===== config.mk =====
export PLATFORM = sky130hd
export DESIGN_NAME = req_encoder_flat
export DESIGN_NICKNAME = d
export VERILOG_FILES = /design/src/rtl/req_encoder_if.sv /design/src/rtl/req_encoder.sv /design/src/flat_wrapper.sv
export SDC_FILE = /design/constraint.sdc
export NUM_CORES = 1
export LEC_CHECK = 0
export CAP_MARGIN = 20
export CORE_MARGIN = 1
export CORE_UTILIZATION = 46
export CTS_CLUSTER_SIZE = 25
export DETAILED_ROUTE_END_ITERATION = 8
export PLACE_DENSITY = 0.74
export SKIP_CTS_REPAIR_TIMING = 1
export SKIP_LAST_GASP = 1
export SYNTH_ARGS = -nofsm -noshare
export SYNTH_HDL_FRONTEND = slang
export SYNTH_SLANG_ARGS = --single-unit

===== constraint.sdc =====
create_clock -name CLK -period 1.75 [get_ports CLK]
set_input_delay 0.35 -clock CLK [delete_from_list [all_inputs] [get_ports CLK]]
set_output_delay 0.35 -clock CLK [all_outputs]
set_load 0.005 [all_outputs]

===== src/rtl/req_encoder_if.sv =====
// Request-encoder bus interface.
// Bundles the request lines, the VALID/ACK handshake, the offered index and
// the registered pending vector between the request encoder and its consumer.
//   REQ     [N-1:0]  request lines, bit i = device i (driven by master)
//   ACK              consumer accepts the offered index (driven by master)
//   VALID            IDX holds an offered request (driven by slave)
//   IDX     [W-1:0]  binary index of the offered request (driven by slave)
//   PENDING [N-1:0]  registered pending-request vector (driven by slave)
// modport slave  : the encoder side
// modport master : the request/consumer side
interface req_encoder_if #(
  parameter int N = 4
) ();
  localparam int W = (N > 1) ? $clog2(N) : 1;

  logic [N-1:0] REQ;
  logic         ACK;
  logic         VALID;
  logic [W-1:0] IDX;
  logic [N-1:0] PENDING;

  modport slave (
    input  REQ,
    input  ACK,
    output VALID,
    output IDX,
    output PENDING
  );

  modport master (
    output REQ,
    output ACK,
    input  VALID,
    input  IDX,
    input  PENDING
  );
endinterface


===== src/rtl/req_encoder.sv =====
// req_encoder
// Collects request lines from N devices into a sticky pending vector and offers
// one pending request at a time as a binary index, accepted by the consumer with
// a VALID/ACK handshake. Selection is rotating (ROUND_ROBIN=1) or fixed priority
// with index 0 highest (ROUND_ROBIN=0).
// Ports:
//   CLK      clock, all state updates on the rising edge
//   N_RESET  synchronous active-low reset
//   bus      req_encoder_if.slave: REQ/ACK in, VALID/IDX/PENDING out
module req_encoder #(
  parameter int N           = 4,
  parameter bit ROUND_ROBIN = 1'b1
) (
  input  logic          CLK,
  input  logic          N_RESET,
  req_encoder_if.slave  bus
);
  localparam int W = (N > 1) ? $clog2(N) : 1;

  typedef enum logic {
    IDLE  = 1'b0,
    OFFER = 1'b1
  } state_t;

  state_t       state_q,   state_d;
  logic         valid_q,   valid_d;
  logic [W-1:0] idx_q,     idx_d;
  logic [W-1:0] ptr_q,     ptr_d;
  logic [N-1:0] pending_q, pending_d;

  logic         transfer;
  logic [N-1:0] clr;
  logic [N-1:0] rem;
  logic [W-1:0] ptr_adv;

  // First set bit of v, searching upward from start and wrapping N-1 -> 0.
  // Returns 0 when v is empty; callers only use the result for non-zero v.
  function automatic logic [W-1:0] sel(input logic [N-1:0] v,
                                       input logic [W-1:0] start);
    logic [W-1:0] r;
    logic         found;
    int           j;
    r     = '0;
    found = 1'b0;
    for (int k = 0; k < N; k++) begin
      j = int'(start) + k;
      if (j >= N) j = j - N;
      if (!found && v[j]) begin
        r     = W'(j);
        found = 1'b1;
      end
    end
    return r;
  endfunction

  assign transfer = valid_q & bus.ACK;
  assign clr      = transfer ? (N'(1) << idx_q) : '0;
  // Remaining work excludes this cycle's REQ so a fresh request is never
  // offered before it has been registered into PENDING.
  assign rem      = pending_q & ~clr;
  // Pointer moves just past the served index; wraps explicitly since N need
  // not be a power of two.
  assign ptr_adv  = (idx_q == W'(N - 1)) ? '0 : idx_q + W'(1);

  always_comb begin
    state_d   = state_q;
    valid_d   = valid_q;
    idx_d     = idx_q;
    ptr_d     = ptr_q;
    // A REQ on the bit being cleared wins: the bit stays pending.
    pending_d = rem | bus.REQ;

    case (state_q)
      IDLE: begin
        if (|pending_q) begin
          state_d = OFFER;
          valid_d = 1'b1;
          idx_d   = sel(pending_q, ptr_q);
        end
      end
      OFFER: begin
        // Without ACK the offer is frozen, even if a higher-priority
        // request shows up meanwhile.
        if (transfer) begin
          ptr_d = ROUND_ROBIN ? ptr_adv : '0;
          if (|rem) begin
            idx_d = sel(rem, ptr_d);
          end else begin
            state_d = IDLE;
            valid_d = 1'b0;
          end
        end
      end
      default: begin
        state_d = IDLE;
        valid_d = 1'b0;
      end
    endcase
  end

  always_ff @(posedge CLK) begin
    if (!N_RESET) begin
      state_q   <= IDLE;
      valid_q   <= 1'b0;
      idx_q     <= '0;
      ptr_q     <= '0;
      pending_q <= '0;
    end else begin
      state_q   <= state_d;
      valid_q   <= valid_d;
      idx_q     <= idx_d;
      ptr_q     <= ptr_d;
      pending_q <= pending_d;
    end
  end

  assign bus.VALID   = valid_q;
  assign bus.IDX     = idx_q;
  assign bus.PENDING = pending_q;

endmodule


===== src/flat_wrapper.sv =====
// flat-port wrapper written by rule: the top's interface ports become plain ports
module req_encoder_flat 
#(
  parameter int N           = 4,
  parameter bit ROUND_ROBIN = 1'b1
)
  (CLK, N_RESET, bus_REQ, bus_ACK, bus_VALID, bus_IDX, bus_PENDING);
  req_encoder_if #(.N(N)) bus_i ();
  input  logic CLK;
  input  logic N_RESET;
  input wire logic [$bits(bus_i.REQ)-1:0] bus_REQ;
  input wire logic [$bits(bus_i.ACK)-1:0] bus_ACK;
  output wire logic [$bits(bus_i.VALID)-1:0] bus_VALID;
  output wire logic [$bits(bus_i.IDX)-1:0] bus_IDX;
  output wire logic [$bits(bus_i.PENDING)-1:0] bus_PENDING;
  assign bus_i.REQ = bus_REQ;
  assign bus_i.ACK = bus_ACK;
  assign bus_VALID = bus_i.VALID;
  assign bus_IDX = bus_i.IDX;
  assign bus_PENDING = bus_i.PENDING;
  req_encoder #(.N(N), .ROUND_ROBIN(ROUND_ROBIN)) u_core (.CLK(CLK), .N_RESET(N_RESET), .bus(bus_i));
endmodule

---- Word-level counts from Yosys, hierarchy flattened ----
Index checks and enable logic that the tools add are counted.
W data, S select, Z words.
word-level totals
  register bits after elaboration ......... 10
  output and inout port bits .............. 7
  bits of input ports ..................... 7
cells by class
  magnitude comparators ................... 16
  muxes and demuxes ....................... 95
  reduce and logical (&&, ||, !) cells .... 17
  shift-type cells ........................ 1
  bitwise logic cells ..................... 5
  equality and inequality tests ........... 5
  add/subtract/negate cells ............... 15
operator list
  cell                     number
  $mux W32                 28
  $lt A32 B4 Y1 const B    8
  $ge A32 B4 Y1 const B    6
  $sub A32 B4 Y32 const B  6
  $mux W1                  43
  $mux W2                  12
  $bmux W1 S2              8
  $add A2 B2 Y3 const B    4
  $reduce_or A4 Y1         2
  $sub A2 B3 Y4 const B    2
  $add A2 B1 Y3 const B    2
  $ge A2 B3 Y1 const B     2
  $logic_and A1 B1 Y1      6
  $logic_not A1 Y1         6
  $ne A2 B2 Y1 const B     3
  $reduce_and A3 Y1        2
  $and A4 B4 Y4            1
  $mux W4                  1
  $not A4 Y4               1
  $or A4 B4 Y4             1
  $pmux W1 S2              2
  $pmux W2 S2              1
  $shl A1 B2 Y4 const A    1
  $add A2 B1 Y2 const B    1
  other kinds (5)          5

---- Logic depth before layout (Yosys ltp) ----
  depth after elaboration ................. 33
  mapped depth ............................ 8

---- Worst setup path after synthesis ----
No wires, ideal clock.
  kind .................................... register -> register
  start ................................... register u_core.idx_q[0] (netlist: u_core.bus.IDX[0])
  end ..................................... register u_core.idx_q[1] (netlist: u_core.bus.IDX[1])
  period minus slack after synthesis ...... 1.713 ns
  library setup time ...................... 0.074 ns
  data arrival time ....................... 1.639 ns
  required time ........................... 1.676 ns
  stages on the path, launching flop included .. 7
  setup slack ............................. 0.037 ns
  buffers on the path ..................... 1
  cells stage by stage .................... dfxtp_1 buf_6 inv_1 ha_1 o32a_1 o221a_1 a31oi_1
between the ends
  word-level cells in the longest chain between the ends .. 32
RTL lines
  what                                                      line                text
  start, declared                                           req_encoder.sv:27   logic [W-1:0] idx_q, idx_d;
  start signal, assigned                                    req_encoder.sv:111  idx_q <= idx_d;
  $add A2 B1 Y2 / $eq A2 B2 Y1 (equally long branches)      req_encoder.sv:63   assign ptr_adv = (idx_q == W'(N - 1)) ? '0 : idx_q + W'(1);
  $mux W2 *                                                 req_encoder.sv:63
  named net u_core.ptr_adv[1]                               req_encoder.sv:34   logic [W-1:0] ptr_adv;
  branches (longest 26 deep; another with $sub A32 B4 Y32)  n/a
  $mux W2 *                                                 req_encoder.sv:48   if (!found && v[j]) begin
  $mux W2 *                                                 req_encoder.sv:86   if (|rem) begin
  $mux W2 *                                                 req_encoder.sv:84   if (transfer) begin
  $pmux W2 S2 *                                             req_encoder.sv:73   case (state_q)
Mark *: on every way through the listed nets, which the timed path passes. The select of a mux whose other input is x is not followed.
A chain may end at the register's enable or synchronous reset.

---- Final worst setup path ----
  start ................................... input port bus_ACK
  end ..................................... register u_core.idx_q[1] (netlist: u_core.bus.IDX[1])
between the ends
  word-level cells in the longest chain between the ends .. 29
RTL lines
  what                                        line                text
  start, declared                             flat_wrapper.sv:12  input wire logic [$bits(bus_i.ACK)-1:0] bus_ACK;
  $and A1 B1 Y1 *                             req_encoder.sv:56   assign transfer = valid_q & bus.ACK;
  $mux W4                                     req_encoder.sv:57   assign clr = transfer ? (N'(1) << idx_q) : '0;
  $not A4 Y4                                  req_encoder.sv:60   assign rem = pending_q & ~clr;
  $and A4 B4 Y4                               req_encoder.sv:60
  $bmux W1 S2                                 req_encoder.sv:48
  $mux W1 (implied by the code) (2 in a row)  req_encoder.sv:48
  $mux W1                                     req_encoder.sv:48
  $mux W1                                     req_encoder.sv:86
  [12 not listed]                             n/a
  $mux W1                                     req_encoder.sv:84
  $mux W1                                     req_encoder.sv:73
  $logic_not A1 Y1                            req_encoder.sv:48
  $logic_and A1 B1 Y1                         req_encoder.sv:48
  $mux W2                                     req_encoder.sv:48
  $mux W2                                     req_encoder.sv:86
  $mux W2                                     req_encoder.sv:84
  $pmux W2 S2                                 req_encoder.sv:73
Mark *: on every way between the ends. The rest lies on a longest branch, timed or not. The select of a mux whose other input is x is not followed.

==> impl_metrics.yaml <==
outcome:
  outcome: "finished with violations"
  violations: "setup timing"
power_and_ir_drop:
  vdd_drop_max_mv: 0.690
  p_leak_uw: 0.000429
  power_density_nw_per_um2: 718
floorplan:
  pin_count: 14
  die_x_um: 44.0
  num_rows: 14
  core_um2: 1580
  die_h_um: 44.0
  dieArea_um2: 1930
  start_util: 0.513
grt:
  antenna_found_initial: 0
  track_usage: 0.270
  grt_max_degree: 14
  grt_pass1_wl_um: 3830
  grt_overflow: 0
  grt_pass1_vias: 845
detailed_routing:
  wirelength_um: 2290
  drt_iter0_drc: 30
  wl_per_cell_um: 15.8
  firstDrtPassIters: 6
  drc: 0
  num_vias: 903
  drtAntennaViolNets: 0
  vias_per_cell: 6.23
timing:
  maxSlewViolCount: 0
  whs_ps: 584
  slew_headroom: 0.734
  hold_violations: 0
  min_period_over_period: 1.01
  rsz0062_at_grt: "true"
  final.min_clock_period_ps: 1770
  worst_pin_slew_ps: 397
  setup_ws_ps: -24.8
  max_freq_ghz: 0.563
  setup_viol: 1
  skew_ps: 1.29
  setup_tns_ps: -24.8
cts:
  worstSkewPairLatency_ps: 260
  clock-root-buffer: "clkbuf_4"
  cts_tree: "built"
  numClockSinks: 10
  path_clk_slew_ps: 70
  cts_buffers: 3
  cts_max_level: 1
  ctsLongestPathBuffers: 2
logic_synthesis:
  syn_nets: 113
  syn_inst: 102
  synth_xor_area_frac: 0
  syn_area_um2: 810
  synth_cell_types: 37
  ys_ff_latch: 10
  yosys.area_share.simple: 0.227
  syn_area_per_cell_um2: 7.94
  synth_compound_area_frac: 0.294
  synth-adder-area-share: 0.0618
  synth_top_family_by_area: "compound AO/OA/AOI/OAI gates"
  synth-seq-area-share: 0.247
  synth_mux_area_frac: 0.0788
  ys_warn_count: 0
worst_setup_path:
  cp_top_family: "compound AO/OA/AOI/OAI gates"
  required_ps: 1950
  slowest_stage: "clkdlybuf4s50_1"
  crit_type: "input pin to register"
  worstPathCellList: "clkdlybuf4s50_1 > nand3_2 > and2_4 > o32a_1 > o221a_1 > a31oi_1"
  r2r.worst_path.cells: 6
  cpPeakStageDelay_ps: 590
  cp.depth: 6
  critPathLaunchType: "input pin"
  path_max_fanout: 5
  end_kind: "register"
  crit_buf_inv: 1
  arrival_ps: 1970
  r2r_setup_slack_ps: 50
finish:
  n_antenna_cell: 0
  fillers: 136
  final-seq-area_um2: 206
  area_delta_synth_final_pct: 35.7
  layout.nets: 141
  multiInputGateArea_um2: 548
  drive_above_1_share: 0.271
  final_area_um2: 1100
run:
  cap_violations: 0
place:
  place_ws_ps: -263
  placed_area_um2: 1040
  port_buffers: 13
  gp_congestion: 0.884
  hpwl_um: 1710
min_path:
  hold_class: "register to register"
  holdPathStages: 2
[kinds of logic after synthesis]
kind of cell	count (synthesis)
AO/OA/AOI/OAI	34
AND/OR/NAND/NOR	34
buffers and inverters	14
flip-flops	10
multiplexers	6
adder cells (fa/ha/maj)	4
[metrics by stage]
step                      instances   util  power [uW]
after floorplan                 102      -         449
after global placement          141  0.662         570
after detailed placement        141  0.662         574
after CTS                       145  0.685         785
after global routing            145  0.697         837
final                           145  0.697         789
[final timing paths]
path	from	endpoint
worst max-delay path	bus_ACK	u_core.bus.IDX[1]
worst min-delay path	u_core.ptr_q[1]	u_core.ptr_q[1]
worst max register to register	u_core.bus.IDX[1]	u_core.bus.IDX[1]
worst min register to register	u_core.ptr_q[1]	u_core.ptr_q[1]
[cell usage after synthesis]
cell | instances | share of area
mux2_2 | 3 | 0.042
buf_2 | 2 | 0.012
or2_1 | 1 | 0.0077
nand2_1 | 6 | 0.028
nand3b_1 | 1 | 0.0093
nor2b_1 | 3 | 0.023
o31ai_1 | 3 | 0.028
nand2b_1 | 1 | 0.0077
nor4_1 | 1 | 0.0077
nand3_2 | 2 | 0.025
dfxtp_1 | 10 | 0.25
mux2i_1 | 3 | 0.037
o221ai_1 | 2 | 0.022
a41oi_1 | 1 | 0.011
inv_1 | 6 | 0.028
clkbuf_1 | 3 | 0.014
ha_1 | 4 | 0.062
nor3_1 | 1 | 0.0062
o2111ai_1 | 1 | 0.011
o21ai_0 | 4 | 0.025
nor2_1 | 6 | 0.028
nand4_1 | 2 | 0.015
o32ai_1 | 1 | 0.011
o32a_1 | 1 | 0.012
o21a_1 | 3 | 0.028
a211o_1 | 1 | 0.011
and2_1 | 2 | 0.015
o221a_1 | 1 | 0.014
a22oi_1 | 1 | 0.0093
buf_6 | 2 | 0.028
nand3_1 | 7 | 0.043
a21oi_1 | 7 | 0.043
o2bb2ai_1 | 1 | 0.011
a31oi_1 | 4 | 0.031
buf_4 | 1 | 0.0093
o211ai_1 | 3 | 0.028
and2_4 | 1 | 0.011
[sequential cells by signal, indices dropped and copies added, names as in the netlist]
name and count:
u_core.ptr_q 2, u_core.bus.IDX 2, u_core.bus.PENDING 4, u_core.state_q 1, u_core.bus.VALID 1
[cell usage in the layout (no fill, tap or decap), types with 2 or more instances in the layout]
cell / Yosys / routed
buf_4: 1 / 18
clkdlybuf4s50_1: 0 / 13
a21oi_1: 7 / 7
inv_1: 6 / 6
nand3_1: 7 / 6
nand2_1: 6 / 6
nor2_1: 6 / 6
dfxtp_2: 0 / 5
dfxtp_1: 10 / 5
o21ai_0: 4 / 4
a31oi_1: 4 / 4
ha_1: 4 / 4
nand3_2: 2 / 3
o21a_1: 3 / 3
o31ai_1: 3 / 3
mux2_2: 3 / 3
mux2i_1: 3 / 3
nor2b_1: 3 / 3
o211ai_1: 3 / 3
clkbuf_4: 0 / 3
and2_1: 2 / 2
nand4_1: 2 / 2
o221ai_1: 2 / 2
[area by class of cell]
type,count,area share
Clock buffer,4,0.0330
Inverter,6,0.0205
Timing Repair Buffer,31,0.241
Tap cell,16,0.0182
Sequential cell,10,0.188
Multi-Input combinational cell,78,0.499
[layer usage]
metal / GRT usage / up-vias / part of all wire
li1: - / 436 / -
met1: 0.349 / 424 / 0.44
met2: 0.433 / 39 / 0.48
met3: 0.0958 / 4 / 0.073
met4: 0.0606 / 0 / 0.0044
met5: 0 / - / 0
[worst reg2reg max path, delay by kind of cell, from the launching register on]
kind	cells	cell delay, ps
adders and majority gates	1	230
DFF	1	350
and+or+nand+nor	2	480
AOI/OAI and AO/OA	3	580
[power by group]
part	switching, uW	internal, uW	total [uW]
logic	133	155	288
registers	41.8	249	291
clock network	83.7	126	210
No activity file was read; power rests on OpenSTA's default activity.
